### src/rtl/cpu_pkg.sv
// Shared definitions for the accumulator CPU: default widths, instruction
// field positions and opcode encodings. Used by the datapath and controller.
package cpu_pkg;

  localparam int DATA_W_DEF = 8;
  localparam int ADDR_W_DEF = 5;

  // Instruction word layout: ir[7:5] opcode, ir[4:0] operand address.
  localparam int OPC_MSB  = 7;
  localparam int OPC_LSB  = 5;
  localparam int OPND_MSB = 4;
  localparam int OPND_LSB = 0;

  typedef enum logic [2:0] {
    OP_HLT = 3'd0,
    OP_SKZ = 3'd1,
    OP_ADD = 3'd2,
    OP_AND = 3'd3,
    OP_XOR = 3'd4,
    OP_LDA = 3'd5,
    OP_STO = 3'd6,
    OP_JMP = 3'd7
  } opcode_e;

  // Extract the opcode field from an instruction word.
  function automatic opcode_e get_opcode(input logic [DATA_W_DEF-1:0] instr);
    return opcode_e'(instr[OPC_MSB:OPC_LSB]);
  endfunction

endpackage

### src/rtl/cpu_mem.sv
// Program/data memory: combinational read, synchronous single-port write.
// Write source selection (boot port vs. store) is done by the caller.
module cpu_mem
  import cpu_pkg::*;
#(
  parameter int DATA_W = DATA_W_DEF,
  parameter int ADDR_W = ADDR_W_DEF
) (
  input  logic              clk,
  input  logic              we,
  input  logic [ADDR_W-1:0] waddr,
  input  logic [DATA_W-1:0] wdata,
  input  logic [ADDR_W-1:0] raddr,
  output logic [DATA_W-1:0] rdata
);

  logic [DATA_W-1:0] mem_q [2**ADDR_W];

  // Synchronous write port.
  // NOTE: storage array has no reset; contents must survive a CPU reset.
  always_ff @(posedge clk) begin
    if (we) mem_q[waddr] <= wdata;
  end

  // Read-before-write: a same-cycle read sees the value prior to the edge.
  assign rdata = mem_q[raddr];

endmodule

### src/rtl/cpu_datapath.sv
// Accumulator CPU datapath: PC, IR, AC, ALU (add/pass) and memory.
// Optional build macro CPU_DATAPATH_FLAGS_EN adds carry/zero flag registers;
// without it the carry and zero outputs are tied low.
module cpu_datapath
  import cpu_pkg::*;
#(
  parameter int DATA_W = DATA_W_DEF,
  parameter int ADDR_W = ADDR_W_DEF
) (
  input  logic              clk,
  input  logic              reset,
  input  logic              rd_mem,
  input  logic              wr_mem,
  input  logic              ld_ac,
  input  logic              ld_ir,
  input  logic              ld_pc,
  input  logic              inc_pc,
  input  logic              pass,
  input  logic              add,
  output logic [DATA_W-1:0] ir,
  output logic [ADDR_W-1:0] pc,
  output logic [DATA_W-1:0] ac,
  output logic              carry,
  output logic              zero,
  input  logic              prog_we,
  input  logic [ADDR_W-1:0] prog_addr,
  input  logic [DATA_W-1:0] prog_data
);

  logic [ADDR_W-1:0] pc_q, pc_d;
  logic [DATA_W-1:0] ir_q, ir_d;
  logic [DATA_W-1:0] ac_q, ac_d;

  logic [ADDR_W-1:0] operand_addr;
  logic [ADDR_W-1:0] mem_raddr, mem_waddr;
  logic [DATA_W-1:0] mem_rdata, mem_wdata, data_opnd, alu_res;
  logic              mem_we, alu_cout;

  assign operand_addr = ir_q[ADDR_W-1:0];

  // Address/write muxing and ALU; the boot port wins over a store.
  // NOTE: every signal gets a default first so no latch is inferred.
  always_comb begin
    mem_raddr = ld_ir ? pc_q : operand_addr;
    mem_waddr = prog_we ? prog_addr : operand_addr;
    mem_wdata = prog_we ? prog_data : ac_q;
    // Writes coinciding with an active reset are discarded.
    mem_we    = (prog_we | wr_mem) & reset;
    data_opnd = rd_mem ? mem_rdata : '0;
    {alu_cout, alu_res} = {1'b0, ac_q} + {1'b0, data_opnd};
    if (!add) begin
      // pass, or no operation selected, forwards the operand unchanged
      alu_res  = data_opnd;
      alu_cout = 1'b0;
    end
  end

  cpu_mem #(.DATA_W(DATA_W), .ADDR_W(ADDR_W)) u_mem (
    .clk   (clk),
    .we    (mem_we),
    .waddr (mem_waddr),
    .wdata (mem_wdata),
    .raddr (mem_raddr),
    .rdata (mem_rdata)
  );

  // Next-state for PC/IR/AC; each register has its own enable.
  always_comb begin
    ir_d = ld_ir ? data_opnd : ir_q;
    ac_d = ld_ac ? alu_res : ac_q;
    pc_d = pc_q;
    if (ld_pc)       pc_d = operand_addr;
    else if (inc_pc) pc_d = pc_q + 1'b1;   // wraps naturally at 2**ADDR_W
  end

  // Architectural registers with asynchronous active-low clear.
  // NOTE: non-blocking assignments keep all registers updating from pre-edge values.
  always_ff @(posedge clk or negedge reset) begin
    if (!reset) begin
      pc_q <= '0;
      ir_q <= '0;
      ac_q <= '0;
    end else begin
      pc_q <= pc_d;
      ir_q <= ir_d;
      ac_q <= ac_d;
    end
  end

  assign pc = pc_q;
  assign ir = ir_q;
  assign ac = ac_q;

`ifdef CPU_DATAPATH_FLAGS_EN
  logic carry_q, carry_d;
  logic zero_q, zero_d;

  // Flags follow every accumulator load and hold otherwise.
  always_comb begin
    carry_d = ld_ac ? alu_cout : carry_q;
    zero_d  = ld_ac ? (alu_res == '0) : zero_q;
  end

  // Flag registers share the datapath reset.
  always_ff @(posedge clk or negedge reset) begin
    if (!reset) begin
      carry_q <= 1'b0;
      zero_q  <= 1'b0;
    end else begin
      carry_q <= carry_d;
      zero_q  <= zero_d;
    end
  end

  assign carry = carry_q;
  assign zero  = zero_q;
`else
  logic unused_cout;
  assign unused_cout = alu_cout;
  assign carry = 1'b0;
  assign zero  = 1'b0;
`endif

endmodule

### config.mk
export PLATFORM = sky130hd
export DESIGN_NAME = cpu_datapath
export DESIGN_NICKNAME = d
export VERILOG_FILES = /design/src/rtl/cpu_pkg.sv /design/src/rtl/cpu_mem.sv /design/src/rtl/cpu_datapath.sv
export SDC_FILE = /design/constraint.sdc
export NUM_CORES = 1
export LEC_CHECK = 0
export ABC_CLOCK_PERIOD_IN_PS = 6300
export CAP_MARGIN = 25
export CORE_UTILIZATION = 37
export CTS_BUF_LIST = sky130_fd_sc_hd__clkbuf_4 sky130_fd_sc_hd__clkbuf_8
export DETAILED_ROUTE_END_ITERATION = 16
export PLACE_DENSITY = 0.5
export SYNTH_ARGS = -nofsm -noshare
export SYNTH_HDL_FRONTEND = slang
export SYNTH_SLANG_ARGS = --single-unit
### constraint.sdc
create_clock -name clk -period 6.3 [get_ports clk]
set_input_delay 1.575 -clock clk [delete_from_list [all_inputs] [get_ports clk]]
set_output_delay 1.575 -clock clk [all_outputs]
set_load 0.03 [all_outputs]
==> results of run 1 <==
-- per-layer routing --
layer	vias up	part of all wire	global-route usage
li1	4845	-	-
met1	5535	0.44	0.330
met2	410	0.46	0.376
met3	107	0.070	0.0480
met4	0	0.036	0.0952
met5	-	0	0
-- critical path, cell delays in order --
cell and delay, ns:
buf_4 0.30, mux2i_4 0.87, and2_1 0.23, o221ai_1 0.10, a21o_1 0.23, o311a_1 0.17, o32ai_1 0.49, buf_4 0.23
and2_1 0.13, ha_1 0.25, a21oi_1 0.22, o21ai_0 0.17, o41ai_1 0.26, buf_4 0.19, and3_1 0.16, o221a_2 0.17
a21oi_1 0.04
-- how the worst max path moves through the flow --
stage,from,end,slack (ns),depth (start not counted)
after global routing,ld_ir,ac[6],0.65,17
after CTS,ld_ir,ac[7],0.99,17
final,ld_ir,ac[7],0.96,17
after detailed placement,ld_ir,ac[7],0.40,17
after floorplan,ld_ir,ac[7],1.39,17
after global placement,ld_ir,ac[7],0.39,15
-- state kept, by name, summed over array words and instances, names as in the netlist --
signal / flops
u_mem.mem_q: 256
pc: 5
ir: 8
ac: 8
-- layout make-up --
cell class	instances	area [µm²]
multi-input combinational	780	5160
tap	504	631
inverter	31	118
clock inverter	22	100
fill	3458	21000
sequential	277	8220
clock buffer	66	802
timing repair buffer	88	816
-- cell usage after synthesis, drive strengths merged (7+ instances only) --
cell and count:
nor2b 18, mux2 12, nand3 11, a21oi 82, dfrtp 21, clkbuf 28, nor3 19, o211ai 23
o221ai 7, o2111ai 12, a22oi 11, o21bai 29, edfxtp 256, inv 31, ha 8, nand2b 19
a221o 8, a21o 12, nand2 74, o41ai 21, nor2 79, buf 73, a211oi 180, o21ai 43
and2 12
-- where the power goes --
group | total [W] | leakage [nW] | switching (W) | internal, W
clock network | 0.00159 | 0.488 | 0.000769 | 0.000826
logic | 0.00289 | 1.99 | 0.00196 | 0.000923
registers | 0.00236 | 2.58 | 0.000134 | 0.00222
total | 0.00684 | 5.05 | 0.00287 | 0.00397
-- kinds of logic (layout without fill, tap and decap cells) --
kind of cell	after synthesis	after routing	share of synthesized area
flops	277	277	0.588
simple gates	247	247	0.0814
buf+inv	132	207	0.0438
fa+ha+maj	9	9	0.00860
other cells	1	2	0.000268
mux	18	18	0.0145
xor+xnor	6	6	0.00376
compound gates	498	498	0.260
-- per-stage QoR --
stage	util	instances	total power (W)	hold WS, ns	instance area, µm²
after floorplan	-	1189	0.00412	0.673	14000
after global placement	0.405	1680	0.00523	0.505	14900
after detailed placement	0.405	1680	0.00525	0.499	14900
after CTS	0.430	1768	0.00685	0.513	15800
after global routing	0.430	1768	0.00715	0.543	15800
final	0.430	1768	0.00684	0.514	15800
==> impl_metrics.json, run 1 <==
{
  "min_period_ns": 5.34,
  "synth_area_leaders": "edfxtp_1 55%, a211oi_1 9.7%, dfrtp_1 3.8%",
  "clk_latency_ns": 0.61,
  "ys.flop_type": "edfxtp_1",
  "critPathMaxFanout": 23,
  "avgRoutedWirePerCell_um": 26.3,
  "p_per_area_nw_per_um2": 432,
  "cp-end-kind": "register",
  "fin_tns_setup_ns": 0,
  "die-area_um2": 38500,
  "finalClockSkew_ns": 0.0312,
  "irDropWorstVdd_uv": 149,
  "antenna_found_initial": 0,
  "dr.first_iter.drc_count": 1015,
  "reg2reg_from": "pc[0]",
  "num_rows": 70,
  "first_global_vias": 10400,
  "ys_types": 73,
  "port_buffers": 43,
  "fmax_ghz": 0.187,
  "synth_largest_area_cell": "edfxtp_1",
  "crit_arrival_ns": 5.81,
  "wirelength_um": 46400,
  "remaining_drc_errors": 0,
  "dr.pass1.iters": 5,
  "cap_violations": 0,
  "hpwl_um": 28600,
  "holdCritPathClass": "reg2reg",
  "ys.warnings.count": 0,
  "r2r_end": "ac[6]",
  "reg2reg_slack_ns": 1.21,
  "grt_use_total": 0.241,
  "ant_nets": 0,
  "rsz0062_at_grt": "false",
  "area_growth_pct": 13.5,
  "ys_seq_elements": 277,
  "drv_slew": 0,
  "gr-total-overflow": 0,
  "crit_path_start_kind": "input pin",
  "p_leak_nw": 5.05,
  "initial_core_util": 0.379,
  "hold_end": "ir[6]",
  "grt_max_degree": 52,
  "hold_buffers": 0,
  "layout.nets": 1259,
  "synth_enable_flop_cells": 256,
  "synthArstFlopShare": 0.0758,
  "via_count": 10900,
  "syn_avg_cell_area_um2": 11.8,
  "yosysSeqAreaShare": 0.588,
  "root_buffer": "clkbuf_8",
  "synth_area_um2": 14000,
  "drive_above_1_share": 0.127,
  "synth_cells": 1188,
  "yosysTopAreaCellShare": 0.550,
  "via_per_inst": 6.16,
  "min_period_over_period": 0.848,
  "hold_start": "ir[6]",
  "path_clk_slew_ns": 0.06,
  "finalWorstSetupSlack_ns": 0.959,
  "r2r_cells": 17,
  "cp_data_required_time_ns": 6.77,
  "die_h_um": 196,
  "final_common_cell": "edfxtp_1",
  "hold_depth": 1,
  "diodes": 0,
  "gp_congestion": 0.842,
  "final_cell_mix": "256 x edfxtp_1, 180 x a211oi_1, 81 x a21oi_1",
  "final-hold-violation-count": 0,
  "relSlewSlack": 0.333,
  "grt_pass1_wl_um": 68500,
  "worstSetupPathType": "in2reg",
  "cts_sinks": 277,
  "cts_buffers": 48,
  "cts.htree.levels": 2,
  "cts_tree": "yes",
  "die_w_um": 196,
  "run_status": "finished, final reports clean",
  "setup_viol": 0,
  "clockBufferDepth": 3,
  "worstMarginPinSlew_ns": 0.996,
  "coreArea_um2": 36900,
  "post-place-ws_ns": 0.399,
  "postCtsSetupBuffers": 0,
  "cts-resized-gates": 0,
  "pin_count": 47
}
Power figures use the tool's default switching activity.
==> run 2, diff against run 1 <==
- ABC_CLOCK_PERIOD_IN_PS: 6300 -> 4650
- PLACE_DENSITY: 0.5 -> 0.52
- clock period: 6.3 -> 4.65 ns (I/O delays scaled with it)
==> run 2 against run 1 <==
Effect of this change:
- worst hold slack improved by 0.012 ns
- highest routed layer unchanged
- non-clock buffer count grew 122
- critical path depth grew 1
- die area stayed put
- cell count is 7.0% higher
- count of clock-buffer cells in the layout rose by 7
- sequential power up 34%
- setup slack got worse by 0.74 ns
- flip-flop and latch count is the same
- sequential share of layout area is 3.6 points lower
- critical path type unchanged
- wire length up 1.1%
==> impl_metrics.json, run 2 (synthesis gave the netlist of run 1 again) <==
{
  "grt_pass1_wl_um": 70300,
  "gr-total-overflow": 0,
  "crit_arrival_ns": 4.94,
  "utilization": 0.462,
  "min_period_over_period": 0.952,
  "reg2reg_from": "ir[1]",
  "via_per_inst": 5.93,
  "remaining_drc_errors": 0,
  "ant_nets": 0,
  "die_w_um": 196,
  "rsz0062_at_grt": "false",
  "path_clk_slew_ns": 0.06,
  "port_buffers": 43,
  "area_growth_pct": 21.8,
  "r2r_end": "ac[7]",
  "hold_depth": 1,
  "cap_violations": 0,
  "r2r_cells": 17,
  "first_global_vias": 10900,
  "diodes": 0,
  "drive_above_1_share": 0.208,
  "relSlewSlack": 0.370,
  "final_cell_mix": "256 x edfxtp_1, 180 x a211oi_1, 153 x buf_4",
  "hpwl_um": 30400,
  "worstSetupPathType": "in2reg",
  "placed_cell_area_um2": 16000,
  "root_buffer": "clkbuf_8",
  "setup_viol": 0,
  "cp_data_required_time_ns": 5.16,
  "cts_tree": "yes",
  "die-area_um2": 38500,
  "wirelength_um": 46900,
  "worstMarginPinSlew_ns": 0.941,
  "gp_congestion": 0.871,
  "fillers": 3365,
  "final_common_cell": "edfxtp_1",
  "min_period_ns": 4.43,
  "p_per_area_nw_per_um2": 587,
  "antenna_found_initial": 0,
  "cts.htree.levels": 2,
  "postCtsSetupBuffers": 0,
  "num_rows": 70,
  "initial_core_util": 0.379,
  "clkPwrFrac": 0.237,
  "critPathMaxFanout": 16,
  "dr.pass1.iters": 5,
  "clk_latency_ns": 0.63,
  "pin_count": 47,
  "grt_max_degree": 67,
  "layout.nets": 1382,
  "drv_slew": 0,
  "comb_power_share": 0.446,
  "final-hold-violation-count": 0,
  "finalClockSkew_ns": 0.0215,
  "cts_buffers": 49,
  "cts-resized-gates": 0,
  "switching_share": 0.400,
  "seqPwrFrac": 0.317,
  "cts_sinks": 277,
  "grt_use_total": 0.248,
  "regMostFlops": "u_mem.mem_q",
  "p_int_w": 0.00600,
  "cp-end-kind": "register",
  "dp.cells": 1802,
  "p_leak_nw": 5.76,
  "dr.first_iter.drc_count": 962,
  "hold_end": "ir[6]",
  "die_h_um": 196,
  "largest_reg_flops": 256,
  "hold_start": "ir[6]",
  "irDropWorstVdd_uv": 284,
  "fmax_ghz": 0.226,
  "final_cells": 1892,
  "reg2reg_slack_ns": 0.35,
  "run_status": "finished, final reports clean",
  "hold_buffers": 0,
  "fin_area_um2": 17000,
  "holdCritPathClass": "reg2reg",
  "crit_path_start_kind": "input pin",
  "via_count": 11200,
  "cp-startpoint": "ld_ir",
  "coreArea_um2": 36900,
  "clockBufferDepth": 3,
  "p_switching_w": 0.00400,
  "avgRoutedWirePerCell_um": 24.8
}
==> run 2: changes by cell type in the layout (fill, tap and decap cells not counted), moves of 3 or more <==
cell,delta
clkbuf_8,+8
buf_12,+10
buf_4,+111
clkinv_1,-4
clkinv_2,-3
==> run 2: final cells by class <==
| type | count | area (µm²) | share of cell area |
|---|---|---|---|
| Multi-Input combinational cell | 780 | 5170 | 0.304 |
| Clock buffer | 73 | 905 | 0.0532 |
| Sequential cell | 277 | 8220 | 0.483 |
| Tap cell | 504 | 631 | 0.0371 |
| Clock inverter | 17 | 111 | 0.00654 |
| Timing Repair Buffer | 210 | 1860 | 0.110 |
| Inverter | 31 | 119 | 0.00698 |
==> run 2: stage by stage <==
stage               total power, W  setup WS (ns)  setup TNS (ns)  hold WS (ns)
floorplan                  0.00558          0.157               0         0.673
global placement           0.00756         -0.330          -0.806         0.507
detailed placement         0.00761         -0.399          -0.897         0.500
CTS                        0.00999          0.248               0         0.524
global route                0.0105        0.00302               0         0.535
finish                      0.0100          0.222               0         0.526
==> run 2: how the worst max path moves through the flow <==
stage,depth (start not counted),to,slack (ns)
after floorplan,17,ac[7],0.16
after global placement,18,ac[7],-0.33
after detailed placement,17,ac[6],-0.40
after CTS,17,ac[6],0.25
after global routing,18,ac[6],0.003
final,18,ac[7],0.22
==> run 2: power by group through the flow <==
stage                     Clock [W]  Combinational, W  Sequential [W]
final                       0.00237           0.00446         0.00317
after global routing        0.00253           0.00476         0.00319
after CTS                   0.00241           0.00440         0.00317
after detailed placement          0           0.00440         0.00322
after global placement            0           0.00435         0.00322
after floorplan                   0           0.00229         0.00329
==> run 2: worst max-delay path, cell delays in order <==
cell and delay, ns:
buf_4 0.19, buf_4 0.27, nand2b_1 0.16, buf_4 0.15, a21oi_1 0.04, a2111oi_0 0.49
a311o_1 0.24, a21oi_1 0.11, o31ai_1 0.76, and2_1 0.26, ha_1 0.25, nor3_1 0.17
nor2_1 0.06, o41ai_1 0.06, buf_4 0.19, and3_1 0.15, o221a_2 0.17, a21oi_1 0.03
==> run 2: per-layer routing <==
metal,share of wire,vias to the layer above,track usage
li1,-,5083,-
met1,0.44,5630,0.336
met2,0.46,415,0.385
met3,0.070,98,0.0559
met4,0.035,0,0.0955
met5,0,-,0
==> run 3, diff against run 2 <==
--- a/config.mk
+++ b/config.mk
@@ -8,4 +8,5 @@
 export ABC_CLOCK_PERIOD_IN_PS = 4650
 export CAP_MARGIN = 25
+export CORE_MARGIN = 2
 export CORE_UTILIZATION = 37
 export CTS_BUF_LIST = sky130_fd_sc_hd__clkbuf_4 sky130_fd_sc_hd__clkbuf_8
==> constraint.sdc (replaced) <==
create_clock -name clk -period 4.65 [get_ports clk]
set_input_delay 1.1625 -clock clk [delete_from_list [all_inputs] [get_ports clk]]
set_output_delay 1.1625 -clock clk [all_outputs]
set_load 0.1 [all_outputs]
==> run 3 against run 2 <==
Effect of this change:
- largest cell class unchanged
- setup slack got worse by 0.098 ns
- cell count increased by 0.53%
- largest power group unchanged
- utilization down 0.80 points
- clock skew up 0.0030 ns
- wire length rose by 0.28%
- power rose by 2.8%
- count of clock-buffer cells in the layout is 4 lower
- global-route usage shrank 0.73 points
- sequential power barely moved
==> impl_metrics.json, run 3 (synthesis gave the netlist of run 1 again) <==
{
  "run_status": "finished, final reports clean",
  "cp.depth": 18,
  "postCtsSetupBuffers": 0,
  "remaining_drc_errors": 0,
  "worst_path_most_repeated_cell": "buf_4",
  "reg2reg_slack_ns": 0.26,
  "critPathTopFamily": "compound AO/OA/AOI/OAI gates",
  "final-hold-violation-count": 0,
  "cp_slowest_cell": "a2111oi_0",
  "hold_depth": 1,
  "area_growth_pct": 21.4,
  "wirelength_um": 47100,
  "regMostFlops": "u_mem.mem_q",
  "die_w_um": 198,
  "via_count": 11200,
  "finalClockSkew_ns": 0.0245,
  "relSlewSlack": 0.338,
  "coreArea_um2": 37400,
  "antenna_found_initial": 0,
  "cp.buffers_inverters": 4,
  "irDropWorstVdd_uv": 271,
  "placed_cell_area_um2": 16000,
  "first_global_vias": 10900,
  "worstSetupPathType": "in2reg",
  "layout.nets": 1389,
  "crit_path_start_kind": "input pin",
  "fillers": 3477,
  "cts_buffers": 49,
  "die_h_um": 198,
  "routed-wl-met3_um": 2780,
  "initial_core_util": 0.373,
  "p_per_area_nw_per_um2": 606,
  "routed.top_layer": "met4",
  "setup_viol": 0,
  "worstMarginPinSlew_ns": 0.990,
  "r2r_end": "ac[7]",
  "crit_arrival_ns": 5.00,
  "clockBufferDepth": 3,
  "largest_reg_flops": 256,
  "grt_use_total": 0.240,
  "die-area_um2": 39300,
  "pin_count": 47,
  "reg2reg_from": "ir[0]",
  "hold_end": "ir[6]",
  "clk_latency_ns": 0.59,
  "ant_nets": 0,
  "r2r_cells": 18,
  "cap_violations": 0,
  "drv_slew": 0,
  "via_per_inst": 5.87,
  "critPathMaxFanout": 12,
  "gr-total-overflow": 0,
  "hold_buffers": 0,
  "cp_data_required_time_ns": 5.12,
  "drive_above_1_share": 0.208,
  "cts-resized-gates": 0,
  "hpwl_um": 30600,
  "p_leak_nw": 5.74,
  "wl_met1_um": 20900,
  "fmax_ghz": 0.221,
  "hold-worst-slack_ns": 0.536,
  "dr.first_iter.drc_count": 869,
  "num_rows": 71,
  "final_cell_mix": "256 x edfxtp_1, 178 x a211oi_1, 164 x buf_4",
  "fin_area_um2": 17000,
  "root_buffer": "clkbuf_8",
  "rsz0062_at_grt": "false",
  "avgRoutedWirePerCell_um": 24.7,
  "min_period_over_period": 0.973,
  "hold_start": "ir[6]",
  "path_cells": "buf_4, mux2i_4, buf_4, nand2_1, a2111oi_0, a311o_1, a21oi_1, o31ai_1, buf_4, and2_1, ha_1, nor3_1, nor2_1, o41ai_1, buf_4, and3_1, o221a_2, a21oi_1",
  "cts_tree": "yes",
  "cts_sinks": 277,
  "final_common_cell": "edfxtp_1",
  "cpPeakStageDelay_ns": 0.57,
  "wl_met2_um": 22100,
  "cts.htree.levels": 2,
  "grt_pass1_wl_um": 69600,
  "path_clk_slew_ns": 0.06,
  "holdCritPathClass": "reg2reg",
  "grt_max_degree": 67,
  "cp-end-kind": "register",
  "gp_congestion": 0.837,
  "dr.pass1.iters": 6,
  "diodes": 0,
  "min_period_ns": 4.53,
  "port_buffers": 43
}
## run 3: area by class of cell
class,instances,area (µm²),share of cell area
Clock inverter,17,95.1,0.00561
Sequential cell,277,8220,0.485
Clock buffer,69,837,0.0494
Tap cell,511,639,0.0377
Timing Repair Buffer,217,1860,0.110
Multi-Input combinational cell,780,5190,0.306
Inverter,31,118,0.00693
## run 3: power breakdown
part	internal [W]	switching (W)
clock	0.00120	0.00101
combinational	0.00170	0.00318
sequential	0.00301	0.000164
## run 3: worst max-delay path by stage
stage               start  slack, ns     to
floorplan           ld_ir       0.15  ac[7]
global placement    ld_ir      -0.37  ac[7]
detailed placement  ld_ir      -0.42  ac[7]
CTS                 ld_ir       0.20  ac[7]
global route        pc[0]      0.006  ac[7]
finish              ld_ir       0.12  ac[7]
## run 3: worst reg2reg max path, stage by stage (launching register included)
cell and delay [ns]:
dfrtp_2 0.50, buf_4 0.25, mux2i_4 0.36, buf_4 0.30, nand2_1 0.08, a2111oi_0 0.57, a311o_1 0.30, a21oi_1 0.12
o31ai_1 0.34, buf_4 0.20, and2_1 0.14, ha_1 0.24, nor3_1 0.18, nor2_1 0.07, o41ai_1 0.06, buf_4 0.19
and3_1 0.16, o221a_2 0.18, a21oi_1 0.04
## run 3: through the flow
step	total power, W	setup TNS (ns)	instances	setup WS (ns)	util
final	0.0103	0	1902	0.125	0.454
after global routing	0.0108	0	1902	0.00616	0.454
after CTS	0.0103	0	1902	0.195	0.453
after detailed placement	0.00804	-0.851	1816	-0.422	0.428
after global placement	0.00801	-0.762	1816	-0.373	0.428
after floorplan	0.00598	0	1189	0.150	-
## run 3: routing by layer
| metal | vias to the layer above | track usage |
|---|---|---|
| li1 | 5102 | - |
| met1 | 5555 | 0.333 |
| met2 | 417 | 0.389 |
| met3 | 86 | 0.0313 |
| met4 | 0 | 0.0833 |
| met5 | - | 0 |
